===== src/rtl/jk_counter_ctrl_pkg.sv =====
// Shared types and constants for the JK counter sequencer.
// Optional feature macro: JK_COUNTER_CTRL_SATURATE_EN (hold at the count limit).
package jk_counter_ctrl_pkg;

    typedef enum logic [1:0] {
        OP_LOAD = 2'b00,
        OP_UP   = 2'b01,
        OP_DOWN = 2'b10,
        OP_STOP = 2'b11
    } cmd_op_e;

    typedef enum logic [1:0] {
        S_IDLE = 2'b00,
        S_LOAD = 2'b01,
        S_RUN  = 2'b10
    } state_e;

    // JK excitation pairs, packed as {J, K}
    localparam logic [1:0] JK_HOLD   = 2'b00;
    localparam logic [1:0] JK_RESET  = 2'b01;
    localparam logic [1:0] JK_SET    = 2'b10;
    localparam logic [1:0] JK_TOGGLE = 2'b11;

endpackage


===== src/rtl/jk_ff_bank.sv =====
// Bank of WIDTH JK flip-flops with synchronous active-low reset.
module jk_ff_bank
    import jk_counter_ctrl_pkg::*;
#(
    parameter int unsigned WIDTH = 3
) (
    input  logic             clk,
    input  logic             reset,
    input  logic [WIDTH-1:0] j,
    input  logic [WIDTH-1:0] k,
    output logic [WIDTH-1:0] q
);

    logic [WIDTH-1:0] q_q;
    logic [WIDTH-1:0] q_d;

    // Per-bit JK characteristic equation
    always_comb begin
        q_d = q_q;
        for (int i = 0; i < int'(WIDTH); i++) begin
            case ({j[i], k[i]})
                JK_HOLD:  q_d[i] = q_q[i];
                JK_RESET: q_d[i] = 1'b0;
                JK_SET:   q_d[i] = 1'b1;
                default:  q_d[i] = ~q_q[i];
            endcase
        end
    end

    // Flop bank
    always_ff @(posedge clk) begin
        if (!reset) begin
            q_q <= '0;
        end else begin
            q_q <= q_d;
        end
    end

    assign q = q_q;

endmodule


===== src/rtl/jk_counter_ctrl.sv =====
// Command sequencer driving a JK flop counter: load / up / down / stop.
// Optional feature macro: JK_COUNTER_CTRL_SATURATE_EN (hold at the limit, adds sat).
module jk_counter_ctrl
    import jk_counter_ctrl_pkg::*;
#(
    parameter int unsigned WIDTH = 3
) (
    input  logic             clk,
    input  logic             reset,
    input  logic             cmd_valid,
    output logic             cmd_ready,
    input  logic [1:0]       cmd_op,
    input  logic [WIDTH-1:0] cmd_arg,
    output logic [WIDTH-1:0] q,
    output logic             busy,
    output logic             done,
`ifdef JK_COUNTER_CTRL_SATURATE_EN
    output logic             sat,
`endif
    output logic             tc
);

    state_e           state_q, state_d;
    cmd_op_e          mode_q, mode_d;
    logic [WIDTH-1:0] step_q, step_d;
    logic [WIDTH-1:0] load_q, load_d;
    logic             free_q, free_d;
    logic             clr_q, clr_d;
    logic             done_q, done_d;
`ifdef JK_COUNTER_CTRL_SATURATE_EN
    logic             sat_q, sat_d;
`endif

    logic             accept;
    cmd_op_e          op;
    logic [WIDTH-1:0] tgl;
    logic             carry;
    logic [WIDTH-1:0] j, k;

    assign op     = cmd_op_e'(cmd_op);
    assign accept = cmd_valid && cmd_ready;

    // State and control registers
    always_ff @(posedge clk) begin
        if (!reset) begin
            state_q <= S_IDLE;
            mode_q  <= OP_UP;
            step_q  <= '0;
            load_q  <= '0;
            free_q  <= 1'b0;
            clr_q   <= 1'b0;
            done_q  <= 1'b0;
`ifdef JK_COUNTER_CTRL_SATURATE_EN
            sat_q   <= 1'b0;
`endif
        end else begin
            state_q <= state_d;
            mode_q  <= mode_d;
            step_q  <= step_d;
            load_q  <= load_d;
            free_q  <= free_d;
            clr_q   <= clr_d;
            done_q  <= done_d;
`ifdef JK_COUNTER_CTRL_SATURATE_EN
            sat_q   <= sat_d;
`endif
        end
    end

    // Next state: finish the current operation, then let an accepted command override
    always_comb begin
        state_d = state_q;
        mode_d  = mode_q;
        step_d  = step_q;
        load_d  = load_q;
        free_d  = free_q;
        clr_d   = 1'b0;
        done_d  = 1'b0;
`ifdef JK_COUNTER_CTRL_SATURATE_EN
        sat_d   = 1'b0;
`endif
        case (state_q)
            S_LOAD: begin
                state_d = S_IDLE;
                done_d  = 1'b1;
            end
            S_RUN: begin
`ifdef JK_COUNTER_CTRL_SATURATE_EN
                if (tc) begin
                    state_d = S_IDLE;
                    done_d  = 1'b1;
                    sat_d   = 1'b1;
                end else
`endif
                if (!free_q) begin
                    step_d = step_q - WIDTH'(1);
                    if (step_q == WIDTH'(1)) begin
                        state_d = S_IDLE;
                        done_d  = 1'b1;
                    end
                end
            end
            default: ;
        endcase

        if (accept) begin
            case (op)
                OP_LOAD: begin
                    state_d = S_LOAD;
                    load_d  = cmd_arg;
                end
                OP_UP, OP_DOWN: begin
                    state_d = S_RUN;
                    mode_d  = op;
                    step_d  = cmd_arg;
                    free_d  = (cmd_arg == '0);
                end
                default: begin
                    // STOP beats any completion landing on the same edge
                    state_d = S_IDLE;
                    step_d  = '0;
                    clr_d   = 1'b1;
                    done_d  = 1'b0;
`ifdef JK_COUNTER_CTRL_SATURATE_EN
                    sat_d   = 1'b0;
`endif
                end
            endcase
        end
    end

    // Outputs: handshake, status and per-bit J/K excitation
    always_comb begin
        cmd_ready = (state_q != S_RUN) || (op == OP_STOP);
        busy      = (state_q != S_IDLE);
        tc        = (state_q == S_RUN) &&
                    (((mode_q == OP_UP) && (&q)) || ((mode_q == OP_DOWN) && (~|q)));

        carry = 1'b1;
        tgl   = '0;
        for (int i = 0; i < int'(WIDTH); i++) begin
            tgl[i] = carry;
            carry  = carry & ((mode_q == OP_UP) ? q[i] : ~q[i]);
        end

        j = '0;
        k = '0;
        for (int i = 0; i < int'(WIDTH); i++) begin
            if (clr_q) begin
                {j[i], k[i]} = JK_RESET;
            end else if (state_q == S_LOAD) begin
                {j[i], k[i]} = load_q[i] ? JK_SET : JK_RESET;
            end else if (state_q == S_RUN) begin
`ifdef JK_COUNTER_CTRL_SATURATE_EN
                {j[i], k[i]} = (tgl[i] && !tc) ? JK_TOGGLE : JK_HOLD;
`else
                {j[i], k[i]} = tgl[i] ? JK_TOGGLE : JK_HOLD;
`endif
            end else begin
                {j[i], k[i]} = JK_HOLD;
            end
        end
    end

    assign done = done_q;
`ifdef JK_COUNTER_CTRL_SATURATE_EN
    assign sat  = sat_q;
`endif

    jk_ff_bank #(
        .WIDTH (WIDTH)
    ) u_bank (
        .clk   (clk),
        .reset (reset),
        .j     (j),
        .k     (k),
        .q     (q)
    );

endmodule

===== config.mk =====
export PLATFORM = sky130hd
export DESIGN_NAME = jk_counter_ctrl
export DESIGN_NICKNAME = d
export VERILOG_FILES = /design/src/rtl/jk_counter_ctrl_pkg.sv /design/src/rtl/jk_ff_bank.sv /design/src/rtl/jk_counter_ctrl.sv
export SDC_FILE = /design/constraint.sdc
export NUM_CORES = 1
export LEC_CHECK = 0
export CORE_MARGIN = 2
export CORE_UTILIZATION = 40
export CTS_CLUSTER_SIZE = 10
export DETAILED_ROUTE_END_ITERATION = 12
export PLACE_DENSITY = 0.72
export SLEW_MARGIN = 30
export SYNTH_ARGS = -nofsm -noshare
export SYNTH_HDL_FRONTEND = slang
export SYNTH_SLANG_ARGS = --single-unit

===== constraint.sdc =====
create_clock -name clk -period 2.1 [get_ports clk]
set_input_delay 0.525 -clock clk [delete_from_list [all_inputs] [get_ports clk]]
set_output_delay 0.525 -clock clk [all_outputs]
set_load 0.05 [all_outputs]

Word-level counts from Yosys, hierarchy flattened
Cells that the tools add are included.
- register bits: 16
- latch bits: 0
- RAM bits: 0
- memory bits (read-only): 0
- input port bits: 8
- word-level logic and storage cells: 96
- memories: 0
- $add $sub $neg: 1
- $mul: 0
- divide/modulo/power cells: 0
- magnitude comparators: 0
- eq/ne operators: 17
- shifts and indexed selects: 0
- muxes and demuxes: 42
- bitwise gates (word level): 4
- reductions and logical operators: 22
- operator list (kind ; count):
    $mux W1 ; 24
    $mux W2 ; 8
    $eq A2 B2 Y1 const B ; 7
    $eq A2 B1 Y1 const B ; 6
    $mux W3 ; 3
    $pmux W1 S3 ; 3
    $logic_not A2 Y1 ; 4
    $pmux W2 S2 ; 2
    $ne A3 B3 Y1 const B ; 2
    $pmux W3 S2 ; 1
    $reduce_and A2 Y1 ; 3
    $reduce_and A3 Y1 ; 2
    $reduce_or A3 Y1 ; 2
    $logic_and A1 B1 Y1 ; 4
    $eq A3 B1 Y1 const B ; 1
    $logic_not A3 Y1 ; 1
    $not A1 Y1 ; 3
    $reduce_bool A3 Y1 ; 1
    $sub A3 B1 Y3 const B ; 1
    $logic_or A1 B1 Y1 ; 2
    $ne A2 B2 Y1 const B ; 1
    $pmux W1 S2 ; 1
    $reduce_bool A2 Y1 ; 1
    $reduce_or A2 Y1 ; 1
    other kinds (2) ; 2

Depth between registers and ports, before layout
Gate-level depths: netlist (run 1).
- depth after elaboration: 9
- mapped depth: 10
- depth with buffers taken out: 9

Hierarchy
Synthesis (run 1) repeated with hierarchy kept, for this count alone.
- cells, all modules: 131
- area total of the unflattened synthesis: 1061.0 um2
- by module, submodules not included (module ; instances ; cells an instance ; area an instance (um2) ; seq. area each (um2)):
    jk_counter_ctrl ; 1 ; 103 ; 828.3 ; 260.2
    jk_ff_bank ; 1 ; 28 ; 232.7 ; 60.1

Worst setup path before layout (run 1)
No wires, ideal clock.
- kind: reg2out
- start point: register u_bank.q_q[0], in the netlist u_bank.q[0]
- end point: output port tc
- arrival: 1.781 ns
- required time: 1.575 ns
- slack: -0.206 ns
- stages on the path, launching flop included: 4
- buffers on the path: 0
- cells stage by stage: dfxtp_1 > and3_1 > a22oi_1 > nor2b_1
- cells in the longest elaborated chain, start to end: 5
- elaborated cells on any way between the ends: 7
- ends and longest elaborated chain (what ; RTL line ; RTL):
    from (decl) ; jk_ff_bank.sv:14 ; logic [WIDTH-1:0] q_q;
    from (signal assigned) ; jk_ff_bank.sv:35 ; q_q <= q_d;
    $reduce_or A3 Y1 ; jk_counter_ctrl.sv:137 ; (((mode_q == OP_UP) && (&q)) || ((mode_q == OP_DOWN) && (~|q)));
    $logic_not A1 Y1 ; jk_counter_ctrl.sv:137 ;
    $logic_and A1 B1 Y1 ; jk_counter_ctrl.sv:137 ;
    $logic_or A1 B1 Y1 * ; jk_counter_ctrl.sv:137 ;
    $logic_and A1 B1 Y1 * ; jk_counter_ctrl.sv:136 ; tc = (state_q == S_RUN) &&
    to (decl) ; jk_counter_ctrl.sv:20 ; output logic tc
Every way passes the cells marked *; elsewhere a longest branch is shown, timed or not.

Final worst setup path (run 1)
- start point: input port cmd_op[0]
- end point: output port cmd_ready
- cells in the longest elaborated chain, start to end: 2
- ends and longest elaborated chain (what ; RTL line ; RTL):
    from (decl) ; jk_counter_ctrl.sv:12 ; input logic [1:0] cmd_op,
    $eq A2 B2 Y1 ; jk_counter_ctrl.sv:134 ; cmd_ready = (state_q != S_RUN) || (op == OP_STOP);
    $logic_or A1 B1 Y1 ; jk_counter_ctrl.sv:134 ;
    to (decl) ; jk_counter_ctrl.sv:11 ; output logic cmd_ready,
No other way between the ends.

==> results.sh, run 1 <==
export IMPL_synth_xor_area_share=0.02308
export IMPL_ys_types=36
export IMPL_grt_pass1_vias=908
export IMPL_clkSinkCount=16
export IMPL_p_clk_frac=0.272
export IMPL_drc=0
export IMPL_mostFrequentLayoutCells="ha_1, dfxtp_1, inv_1, nand2_1, buf_4"
export IMPL_die_area_sq_mm=0.003289
export IMPL_design_area_sq_mm=0.001400
export IMPL_synth_edf_count=0
export IMPL_fin_crit_sh=0.9757
export IMPL_report_final_slew_viol_count=0
export IMPL_internal_power_mw=0.5330
export IMPL_status="finished, final reports clean"
export IMPL_syn_area_sq_mm=0.001139
export IMPL_worst_pin_slew_ns=0.4997
export IMPL_rows=19
export IMPL_combinationalPowerShare=0.291
export IMPL_fin_total_pwr_mw=0.7892
export IMPL_worst_setup_path_start_kind="input port"
export IMPL_cts_setup_buffers=0
export IMPL_met3_usage=0.03855
export IMPL_clk_latency_ns=0.29
export IMPL_synth_top_family_by_area="simple AND/OR/NAND/NOR gates"
export IMPL_setup_viol=0
export IMPL_use_met2=0.2419
export IMPL_drtPass1Iterations=2
export IMPL_power_density_mw_per_mm2=563.7
export IMPL_dieWidth_um=57.35
export IMPL_viasPerCell=5.308
export IMPL_max_freq_ghz=0.4880
export IMPL_die_h_um=57.35
export IMPL_postSynthAreaPerCell_sq_um=8.561
export IMPL_syn2layout_area_growth_pct=22.97
export IMPL_syn_inst=133
export IMPL_final_util=0.5121
export IMPL_synth_fa_ha_area_frac=0.1648
export IMPL_synth_nets=156
export IMPL_slew_headroom=0.6663
export IMPL_dpl_cell_area_sq_mm=0.001335
export IMPL_clk_pin_slew_ns=0.10
export IMPL_synth_seq_cells=16
export IMPL_ys_warn_count=0
export IMPL_io_pin_count=15
export IMPL_drive_gt1_frac=0.1854
export IMPL_root_buffer="clkbuf_4"
export IMPL_p_sw_frac=0.3246
export IMPL_via_count=966
export IMPL_max_vdd_ir_drop_mv=0.3723
export IMPL_ctsHtreeMaxLevel=1
export IMPL_yosysSeqAreaShare=0.2813
export IMPL_switchingPower_mw=0.2562
export IMPL_tritoncts="done"
export IMPL_grt_busiest_layer="met2"
export IMPL_synth_compound_area_share=0.1593
export IMPL_portBuffers=14
export IMPL_hold_path_class="flop to flop"
export IMPL_crit_path_max_fanout=7
export IMPL_seq_power_share=0.437
export IMPL_hpwlAfterDp_mm=1.876
export IMPL_synth_mux_area_frac=0.05275
export IMPL_crit_type="input port to output pin"
export IMPL_layout_min_cycle_time_ns=2.049
export IMPL_fin_skew_ns=0.001049
export IMPL_initial_core_util=0.4165
export IMPL_maxCapViolations=0
export IMPL_drt_iter0_drc=18
export IMPL_synth_async_sr_flop_share=0
export IMPL_grtUsageTotal=0.1488
export IMPL_arrival_ns=1.52
export IMPL_final_hold_violation_count=0
export IMPL_global_route_usage_met1=0.1834
export IMPL_cts_buffers=3
export IMPL_wirelength_mm=2.360
export IMPL_grt_antenna_before_repair=0
export IMPL_clockBufferDepth=2
export IMPL_cp_end_kind="output pin"
export IMPL_grt_overflow=0
export IMPL_core_area_sq_mm=0.002734
export IMPL_post_drt_wl_per_cell_um=12.97
export IMPL_dpl_cell_count=178
export IMPL_grt_pass1_wl_mm=3.808
export IMPL_synth_simple_area_share=0.2319
export IMPL_instances_no_fill=182
export IMPL_synth_main_ff_cell="dfxtp_1"
export IMPL_antenna_cells=0
export IMPL_detail_route_antenna_nets=0
export IMPL_p_leak_nw=0.6029
export IMPL_gp_congestion=0.8596
export IMPL_finalNetCount=175
export IMPL_grt_max_degree=13
export IMPL_required_ns=1.57
-- sequential cells by signal (all words and copies together), names as in the netlist --
signal    flops
clr_q         1
done          1
free_q        1
load_q        3
mode_q        2
state_q       2
step_q        3
u_bank.q      3
-- final cells by class --
type	instances	area [sq um]
inverters	13	48.80
repair buffers	21	207.7
clock buffers	4	36.28
well taps	31	38.79
fillers	252	1334
flip-flops and latches	16	322.8
multi-input cells	97	745.7
-- final timing paths --
check	start	to	slack [ns]	cells past startpoint
setup reg to reg	mode_q[1]	u_bank.q[2]	0.21	8
setup / recovery	cmd_op[0]	cmd_ready	0.05	4
hold / removal	mode_q[0]	mode_q[0]	0.51	2
hold reg to reg	mode_q[0]	mode_q[0]	0.51	2
-- cell usage after synthesis, types with 3 or more instances --
cell type  instances  area (sq um)
a21boi_0           4         30.03
a21o_1             4         30.03
a21oi_1            4         20.02
a22oi_1            3         22.52
a31oi_1            5         31.28
buf_6              3         33.78
dfxtp_1           16         320.3
ha_1              15         187.7
inv_1             13         48.80
mux2i_1            6         60.06
nand2_1           13         48.80
nand2b_1           3         18.77
nand3_1            4         20.02
nor2b_1            8         50.05
nor3_1             5         25.02
o21ai_0            3         15.01
-- what timing repair did --
item / in CTS / in global routing
hold buffers: 0 / 0
endpoints found under the setup margin: 1 / 4
gates resized for setup: 2 / 7
-- metrics by stage --
| step | setup TNS (ns) | hold WS (ns) | setup slack (ns) |
|---|---|---|---|
| after floorplan | 0 | 0.4581 | 0.04084 |
| after global placement | -0.03737 | 0.4939 | -0.03737 |
| after detailed placement | -0.2672 | 0.4838 | -0.09081 |
| after CTS | 0 | 0.5122 | 0.01484 |
| after global routing | -0.004556 | 0.5491 | -0.004556 |
| final | 0 | 0.5100 | 0.05101 |
-- routing by layer --
metal | part of all wire | vias to the layer above
li1 | - | 491
met1 | 0.46 | 455
met2 | 0.49 | 14
met3 | 0.026 | 6
met4 | 0.017 | 0
met5 | 0 | -
-- cell families (layout without fill, tap and decap cells) --
kind of cell | Yosys count | count (layout)
simple gates | 46 | 46
buf+inv | 20 | 38
compound gates | 27 | 27
flops | 16 | 16
xor+xnor | 3 | 3
fa+ha+maj | 15 | 15
mux | 6 | 6
-- power by group through the flow --
| stage | sequential, mW | clock, mW | combinational (mW) |
|---|---|---|---|
| 2_1_floorplan | 0.369 | 0 | 0.138 |
| 3_3_place_gp | 0.349 | 0 | 0.216 |
| 3_5_place_dp | 0.350 | 0 | 0.224 |
| 4_1_cts | 0.343 | 0.222 | 0.227 |
| 5_1_grt | 0.348 | 0.236 | 0.252 |
| 6_report | 0.345 | 0.215 | 0.230 |
-- worst max-delay path, stage by stage --
cell and delay (ns):
clkdlybuf4s50_1 0.43, ha_1 0.23, nand2b_4 0.18, buf_12 0.16
Power figures use the tool's default switching activity.
==> run 2, diff against run 1 <==
--- a/config.mk
+++ b/config.mk
@@ -5,7 +5,7 @@
 export SDC_FILE = /design/constraint.sdc
 export NUM_CORES = 1
 export LEC_CHECK = 0
-export CORE_MARGIN = 2
+export CORE_MARGIN = 3
 export CORE_UTILIZATION = 40
 export CTS_CLUSTER_SIZE = 10
 export DETAILED_ROUTE_END_ITERATION = 12
==> results.sh, run 2 (synthesized netlist as in run 1, its figures left out) <==
export IMPL_status="finished, final reports clean"
export IMPL_mostFrequentLayoutCells="dfxtp_1, inv_1, nand2_1, ha_1, clkdlybuf4s50_1"
export IMPL_setup_viol=0
export IMPL_final_util=0.5382
export IMPL_hpwlAfterDp_mm=1.784
export IMPL_highest_layer="met4"
export IMPL_rows=18
export IMPL_core_area_sq_mm=0.002590
export IMPL_crit_type="input port to output pin"
export IMPL_whs_ns=0.5519
export IMPL_gp_congestion=0.7710
export IMPL_antenna_cells=0
export IMPL_viasPerCell=5.258
export IMPL_hold_buffers=0
export IMPL_ctsHtreeMaxLevel=1
export IMPL_clkSinkCount=16
export IMPL_hold_path_class="flop to flop"
export IMPL_slew_headroom=0.6331
export IMPL_grt_pass1_wl_mm=4.050
export IMPL_rsz0062_at_grt="no"
export IMPL_p_leak_nw=0.5770
export IMPL_post_cts_resized=3
export IMPL_tritoncts="done"
export IMPL_detail_route_antenna_nets=0
export IMPL_cp_end_kind="output pin"
export IMPL_arrival_ns=1.51
export IMPL_root_buffer="clkbuf_4"
export IMPL_final_common_cell="dfxtp_1"
export IMPL_worst_setup_path_start_kind="input port"
export IMPL_max_freq_ghz=0.4912
export IMPL_met2_length_mm=1.138
export IMPL_final_hold_violation_count=0
export IMPL_grt_max_degree=18
export IMPL_clk_latency_ns=0.29
export IMPL_clk_pin_slew_ns=0.11
export IMPL_post_drt_wl_per_cell_um=13.10
export IMPL_dieWidth_um=59.35
export IMPL_die_area_sq_mm=0.003522
export IMPL_fillers=248
export IMPL_report_final_slew_viol_count=0
export IMPL_drc=0
export IMPL_fin_crit_sh=0.9695
export IMPL_clockBufferDepth=2
export IMPL_cts_setup_buffers=0
export IMPL_syn2layout_area_growth_pct=22.42
export IMPL_grt_pass1_vias=957
export IMPL_power_density_mw_per_mm2=567.4
export IMPL_worst_pin_slew_ns=0.5486
export IMPL_grt_antenna_before_repair=0
export IMPL_die_h_um=59.35
export IMPL_grtUsageTotal=0.1509
export IMPL_wl_met1_mm=1.084
export IMPL_portBuffers=14
export IMPL_crit_path_max_fanout=6
export IMPL_initial_core_util=0.4396
export IMPL_wirelength_mm=2.332
export IMPL_io_pin_count=15
export IMPL_layout_min_cycle_time_ns=2.036
export IMPL_wl_met3_um=97
export IMPL_cts_buffers=3
export IMPL_drtPass1Iterations=4
export IMPL_drt_iter0_drc=29
export IMPL_fin_skew_ns=0.001662
export IMPL_via_count=936
export IMPL_max_vdd_ir_drop_mv=0.3640
export IMPL_maxCapViolations=0
export IMPL_grt_overflow=0
export IMPL_finalNetCount=172
export IMPL_required_ns=1.57
export IMPL_drive_gt1_frac=0.1824
==> run 2: final timing paths <==
check	end	slack, ns	cells past startpoint	startpoint
hold / removal	u_bank.q[1]	0.55	2	u_bank.q[1]
hold reg to reg	u_bank.q[1]	0.55	2	u_bank.q[1]
setup / recovery	cmd_ready	0.06	4	cmd_op[0]
setup reg to reg	u_bank.q[2]	0.21	9	state_q[1]
==> run 2: where the power goes <==
group	internal, mW	switching, mW
Sequential	0.323	0.0225
Clock	0.106	0.111
Combinational	0.104	0.125
Total	0.532	0.259
==> run 2: routing by layer <==
layer,GRT usage,vias up
met5,0,-
met2,0.2746,17
met4,0.04854,0
li1,-,483
met1,0.1722,434
met3,0.03268,2
==> run 2: area by class of cell <==
type	count	area (sq um)	share of cell area
multi-input cells	97	767.0	0.5503
flip-flops and latches	16	322.8	0.2316
clock buffers	4	36.28	0.02603
well taps	30	37.54	0.02693
repair buffers	18	181.4	0.1302
inverters	13	48.80	0.03501
==> run 2: critical path, cell delays in order <==
cell	delay, ns
clkdlybuf4s50_1	0.42
ha_1	0.23
nand2b_4	0.18
buf_12	0.15
==> run 2: through the flow <==
stage / std cells / area (sq um) / TNS [ns] / power (mW) / setup WS (ns)
floorplan: 133 / 1141 / 0 / 0.5072 / 0.04084
finish: 178 / 1394 / 0 / 0.7909 / 0.06410
global route: 178 / 1394 / 0 / 0.8388 / 0.01227
global placement: 174 / 1311 / -0.02377 / 0.5600 / -0.02377
detailed placement: 174 / 1311 / -0.07599 / 0.5716 / -0.04448
CTS: 178 / 1354 / 0 / 0.7842 / 0.03024
